==> src/rtl/inv_mixcolumn.sv <==
// ----------------------------------------------------------------------------
// inv_mixcolumn
//
// Iterative AES InvMixColumns unit for the decrypt datapath. One 128-bit
// state is accepted through a valid/ready handshake. It is then transformed
// one column per cycle through a single shared column datapath. The result
// is held in a registered output until the downstream stage takes it.
//
// Byte layouts are chosen so that inv_mixcolumn(mixcolumn(x)) == x:
//   data_i : byte (row r, col c) at data_i[32c+8r +: 8]  (column-major)
//   data_o : byte (row r, col c) at data_o[32r+8c +: 8]  (row-major)
//
// Ports:
//   clk_i    - clock; all state updates on the rising edge
//   rst_ni   - asynchronous active-low reset
//   valid_i  - data_i holds a state to transform
//   ready_o  - block can accept a state (high only when idle)
//   data_i   - input state
//   valid_o  - data_o holds a completed result (registered)
//   ready_i  - downstream accepts data_o
//   data_o   - result state (registered)
// ----------------------------------------------------------------------------
module inv_mixcolumn (
    input  logic         clk_i,
    input  logic         rst_ni,
    input  logic         valid_i,
    output logic         ready_o,
    input  logic [127:0] data_i,
    output logic         valid_o,
    input  logic         ready_i,
    output logic [127:0] data_o
);

    typedef enum logic [1:0] {
        S_IDLE = 2'd0,
        S_CALC = 2'd1,
        S_DONE = 2'd2
    } state_t;

    state_t         r_state;
    state_t         w_state_nxt;
    logic [1:0]     r_cnt;
    logic [127:0]   r_work;
    logic [127:0]   r_data_o;
    logic           r_valid;
    logic [31:0]    w_col;
    logic [31:0]    w_col_res;

    // GF(2^8) multiply by x, reduction polynomial x^8+x^4+x^3+x+1.
    function automatic logic [7:0] xtime(input logic [7:0] b);
        xtime = {b[6:0], 1'b0} ^ (b[7] ? 8'h1B : 8'h00);
    endfunction

    // The four InvMixColumns coefficients share one chain of three xtimes:
    // 09 = 8+1, 0b = 8+2+1, 0d = 8+4+1, 0e = 8+4+2.
    function automatic logic [31:0] inv_col(input logic [31:0] c);
        logic [7:0] a   [4];
        logic [7:0] x2  [4];
        logic [7:0] x4  [4];
        logic [7:0] x8  [4];
        logic [7:0] m09 [4];
        logic [7:0] m0b [4];
        logic [7:0] m0d [4];
        logic [7:0] m0e [4];
        logic [31:0] res;
        for (int r = 0; r < 4; r++) begin
            a[r]   = c[8*r +: 8];
            x2[r]  = xtime(a[r]);
            x4[r]  = xtime(x2[r]);
            x8[r]  = xtime(x4[r]);
            m09[r] = x8[r] ^ a[r];
            m0b[r] = x8[r] ^ x2[r] ^ a[r];
            m0d[r] = x8[r] ^ x4[r] ^ a[r];
            m0e[r] = x8[r] ^ x4[r] ^ x2[r];
        end
        res = '0;
        for (int r = 0; r < 4; r++) begin
            res[8*r +: 8] = m0e[r] ^ m0b[(r+1)%4] ^ m0d[(r+2)%4] ^ m09[(r+3)%4];
        end
        inv_col = res;
    endfunction

    // Column select: data_i is column-major, so column c is one 32-bit word
    // with row 0 in the low byte.
    always_comb begin
        w_col = '0;
        case (r_cnt)
            2'd0: w_col = r_work[31:0];
            2'd1: w_col = r_work[63:32];
            2'd2: w_col = r_work[95:64];
            2'd3: w_col = r_work[127:96];
            default: w_col = '0;
        endcase
    end

    always_comb begin
        w_col_res = inv_col(w_col);
    end

    // State register
    always_ff @(posedge clk_i or negedge rst_ni) begin
        if (!rst_ni) begin
            r_state <= S_IDLE;
        end else begin
            r_state <= w_state_nxt;
        end
    end

    // Next-state decode; any unused encoding falls back to idle.
    always_comb begin
        w_state_nxt = S_IDLE;
        case (r_state)
            S_IDLE: w_state_nxt = valid_i ? S_CALC : S_IDLE;
            S_CALC: w_state_nxt = (r_cnt == 2'd3) ? S_DONE : S_CALC;
            S_DONE: w_state_nxt = ready_i ? S_IDLE : S_DONE;
            default: w_state_nxt = S_IDLE;
        endcase
    end

    // Datapath and output registers
    always_ff @(posedge clk_i or negedge rst_ni) begin
        if (!rst_ni) begin
            r_cnt    <= 2'd0;
            r_work   <= '0;
            r_data_o <= '0;
            r_valid  <= 1'b0;
        end else begin
            case (r_state)
                S_IDLE: begin
                    if (valid_i) begin
                        r_work <= data_i;
                        r_cnt  <= 2'd0;
                    end
                end
                S_CALC: begin
                    // Output is row-major: row r of column cnt lands at 32r+8cnt.
                    for (int r = 0; r < 4; r++) begin
                        r_data_o[32*r + 8*r_cnt +: 8] <= w_col_res[8*r +: 8];
                    end
                    r_cnt <= r_cnt + 2'd1;
                    if (r_cnt == 2'd3) begin
                        r_valid <= 1'b1;
                    end
                end
                S_DONE: begin
                    if (ready_i) begin
                        r_valid <= 1'b0;
                    end
                end
                default: begin
                    r_cnt   <= 2'd0;
                    r_valid <= 1'b0;
                end
            endcase
        end
    end

    assign ready_o = (r_state == S_IDLE);
    assign valid_o = r_valid;
    assign data_o  = r_data_o;

endmodule

==> config.mk <==
export PLATFORM = sky130hd
export DESIGN_NAME = inv_mixcolumn
export DESIGN_NICKNAME = d
export VERILOG_FILES = /design/src/rtl/inv_mixcolumn.sv
export SDC_FILE = /design/constraint.sdc
export NUM_CORES = 1
export LEC_CHECK = 0
export ABC_AREA = 1
export BUFFER_PORTS_ARGS = -buffer_cell sky130_fd_sc_hd__buf_2
export CORE_ASPECT_RATIO = 0.9
export CORE_MARGIN = 2
export CORE_UTILIZATION = 30
export CTS_BUF_LIST = sky130_fd_sc_hd__clkbuf_16
export CTS_CLUSTER_DIAMETER = 40
export DETAILED_ROUTE_END_ITERATION = 6
export HOLD_SLACK_MARGIN = 0.15
export PLACE_DENSITY = 0.54
export SYNTH_ARGS = -nofsm -noshare
export SYNTH_HDL_FRONTEND = slang
export SYNTH_SLANG_ARGS = --single-unit
==> constraint.sdc <==
create_clock -name clk_i -period 3.15 [get_ports clk_i]
set_input_delay 0.1575 -clock clk_i [delete_from_list [all_inputs] [get_ports clk_i]]
set_output_delay 0.1575 -clock clk_i [all_outputs]
set_load 0.02 [all_outputs]
==> impl_table.tex <==
\begin{tabular}{lr}
\hline
Metric & Value \\
\hline
\multicolumn{2}{l}{\textbf{Logic synthesis}} \\
Synthesized instance count & 2068 \\
Post-Synthesis Cell Area & 0.0161 mm\^{}2 \\
Count of different cell masters after synthesis & 46 \\
Cell with the most instances after synthesis & nand2\_1 \\
Post-synthesis async set-or-reset flop share & 100\% \\
Mean Syn Cell Area & 7.79 um\^{}2 \\
Sequential cell area fraction in the yosys report & between 40\% and 50\% \\
Cell type contributing the most total cell area after synthesis & dfrtp\_1 \\
Count of flip-flops with a built-in enable after synthesis & 0 \\
List of most frequent post-synthesis cells & 774 x nand2\_1, 261 x dfrtp\_1, 176 x nand3\_1 \\
Synth warn & 0 \\
Share of Yosys cell area claimed by the top area cell type & 40.5\% \\
Cell types occupying the most area after synthesis & dfrtp\_1 41\%, nand2\_1 18\%, mux2\_2 8.7\% \\
Synthesized net count & 2208 \\
Register bit count reported by yosys & approximately 260 \\
Commonest register cell after synthesis & dfrtp\_1 \\
\multicolumn{2}{l}{\textbf{STA}} \\
Final-report max-slew violation count & 0 \\
Endpoints failing setup & 0 \\
Max-slew headroom at the worst pin & 20.1\% \\
Final worst path period need & between 3 and 4 ns \\
Maximum clock skew at final layout & roughly 0.027 ns \\
Fin. Hold Viols & 0 \\
Final Worst Setup Slack & 0.0111 ns \\
Final cycle utilization of the critical path & 99.6\% \\
Maximum clock frequency & approximately 0.32 GHz \\
Setup repair after global routing missed its margin & yes \\
Least-Margin Pin Slew & 1.19 ns \\
\multicolumn{2}{l}{\textbf{Job}} \\
Max\_cap viols & 0 \\
\multicolumn{2}{l}{\textbf{Critical path}} \\
CP required & 3.67 ns \\
Category of the worst setup path launch point & flop \\
Arrival time of data at the critical path endpoint & 3.66 ns \\
Slowest cell on crit path & dfrtp\_2 \\
Origin of the worst setup path & r\_cnt[1]\$\_DFFE\_PN0P\_ \\
Cell seen most often among critical-path stages & nand2\_1 \\
CP Capture Type & flop \\
Crit path largest cell delay & 0.44 ns \\
Startpoint of the worst-slack reg-to-reg timing path & r\_cnt[1]\$\_DFFE\_PN0P\_ \\
Family with the most delay on the worst path & simple AND/OR/NAND/NOR gates \\
Kind of critical path & reg -> reg \\
Critical path peak fanout & 5 \\
Buffers \& Inverters on Critical Path & 6 \\
Ordered list of cells on the worst path & buf\_6 -> ha\_4 -> clkbuf\_16 -> nand2\_1 -> nand2\_1 -> inv\_1 -> nand2\_1 -> nand2\_4 -> buf\_6 -> nand2\_2 -> nand2\_2 -> nand2\_2 -> nand2\_4 -> xor2\_4 -> nand2\_2 -> nand2\_2 -> buf\_6 -> nor2\_2 -> nor2\_4 -> buf\_6 -> nand4\_1 -> nand2\_1 -> nand2\_1 -> nand2\_1 \\
\multicolumn{2}{l}{\textbf{Global routing}} \\
Global-route usage over all layers & 24.7\% \\
Via count of the first global-routing pass & about 17000 \\
Antenna violations before repair & 1 \\
Largest net degree at the start of global routing & a little under 100 \\
Total grt overflow & 0 \\
Wire length of the first global-routing pass & 103000 um \\
\multicolumn{2}{l}{\textbf{Clock tree}} \\
Buffers from clock root to sink, at most & 3 \\
CTS H-Tree Depth & 2 \\
Clock transition at the register clock pins on the worst setup and hold paths after CTS & approximately 0.05 ns \\
Clk Tree Root Cell & clkbuf\_16 \\
Latest clock arrival within the worst-skew pair & 0.59 ns \\
TritonCTS sink count & 261 \\
Clock tree from TritonCTS & yes \\
TritonCTS buffer count & 50 \\
\multicolumn{2}{l}{\textbf{Die}} \\
Row count & 80 \\
Die span in y & 224 um \\
Starting Density & 30.4\% \\
Die extent in x & 248 um \\
Die Footprint & 0.0556 mm\^{}2 \\
Core region area & about 0.053 mm\^{}2 \\
Num ports & 262 \\
\multicolumn{2}{l}{\textbf{Placement}} \\
\# port buffers & 261 \\
Setup WS pre-CTS & -0.386 ns \\
Cell count after placement & around 3200 \\
Hpwl dp & 51200 um \\
Routability cong. & slightly below 1 \\
\multicolumn{2}{l}{\textbf{Detailed routing}} \\
Antenna Nets Post-Route & 0 \\
Total routed wirelength & 71700 um \\
Wirelength per Cell & 20.2 um \\
Starting DRT DRC Count & 1254 \\
First-pass detailed-route iteration total & 5 \\
Via total after detailed routing & about 17000 \\
DRC violations left & 0 \\
Detail-routed via count per cell & 4.93 \\
\multicolumn{2}{l}{\textbf{Layout}} \\
Area added between synthesis and finish & 67.9\% \\
Layout cells sized above 1 & 48.6\% \\
Final cell utilization of the core & 51.0\% \\
Number of nets in the layout & 2949 \\
Count of non-filler cells in the finished layout & about 3500 \\
\multicolumn{2}{l}{\textbf{Worst hold path}} \\
Worst hold path class & in -> async \\
\multicolumn{2}{l}{\textbf{Outcome}} \\
Status & complete, no violations \\
\hline
\end{tabular}
-- cell type report --
type,count,area [um^2]
Sequential cell,261,6530
Antenna cell,1,2.50
Timing Repair Buffer,759,6280
Clock buffer,51,1280
Clock inverter,41,393
Fill cell,4936,26000
Multi-Input combinational cell,1590,11100
Inverter,147,601
Tap cell,697,872
-- cell families (layout without fill, tap and decap cells) --
logic type | after synthesis | in the layout | synth area share, %
other cells | 0 | 1 | 0
xor+xnor | 125 | 125 | 7.36
simple gates | 1197 | 1197 | 31.2
fa+ha+maj | 8 | 8 | 0.621
compound gates | 135 | 135 | 5.94
buf+inv | 217 | 998 | 5.58
flops | 261 | 261 | 40.5
mux | 125 | 125 | 8.74
-- layer usage --
layer  wire, um  vias up  GRT usage (%)
met4       1880        0           7.99
li1           -     8123              -
met5          0        -              0
met2      33500      622           38.7
met1      31300     8624           33.9
met3       4950      116           5.28
-- worst register-to-register path, delay by kind of cell, from the launching register on --
kind | cells | cell delay [ns]
adders and majority gates | 1 | 0.19
xor gates and xnor gates | 1 | 0.30
DFF | 1 | 0.44
and+or+nand+nor | 16 | 1.44
buffers and inverters | 6 | 0.73
-- flip-flops by register name, summed over array words and instances (netlist names) --
register	flops
data_o	128
r_work	128
r_cnt	2
r_state	2
valid_o	1
-- worst paths after layout --
kind	end	slack, ns	cells past startpoint
worst min-delay path	data_o[21]$_DFFE_PN0P_	0.15	2
worst max-delay path	data_o[27]$_DFFE_PN0P_	0.01	24
worst max register to register	data_o[27]$_DFFE_PN0P_	0.01	24
min in group clk_i	r_work[72]$_DFFE_PN0P_	0.33	3
max in group asynchronous	r_work[30]$_DFFE_PN0P_	2.06	3
worst min register to register	data_o[17]$_DFFE_PN0P_	0.47	2
-- what timing repair did --
action	in CTS	in global routing
resized for setup	118	553
endpoints found under the hold margin	225	0
cloned	3	8
setup endpoints to repair	109	117
hold buffers	131	0
pin swaps	25	229
buffers inserted	11	60
-- through the flow --
| step | TNS (ns) | hold slack, ns | area (um^2) |
|---|---|---|---|
| after floorplan | 0 | -0.138 | 16100 |
| after global placement | -10.54 | 0.259 | 20500 |
| after detailed placement | -13.43 | 0.258 | 20500 |
| after CTS | -0.00706 | 0.229 | 24200 |
| after global routing | -2.60 | 0.234 | 27100 |
| final | 0 | 0.154 | 27100 |
-- placed cells by master (no fill, tap or decap), types with 57 or more instances in the layout --
cell type	instances
buf_2	260
buf_4	264
clkbuf_16	58
dfrtp_1	259
dlygate4sd3_1	131
inv_1	115
mux2_2	125
nand2_1	557
nand2_2	177
nand3_1	114
nand3_2	57
nor2_1	85
Power is left out: the tool's default activity adds up to more than one toggle a clock period on the data nets, which glitch-free logic cannot reach.
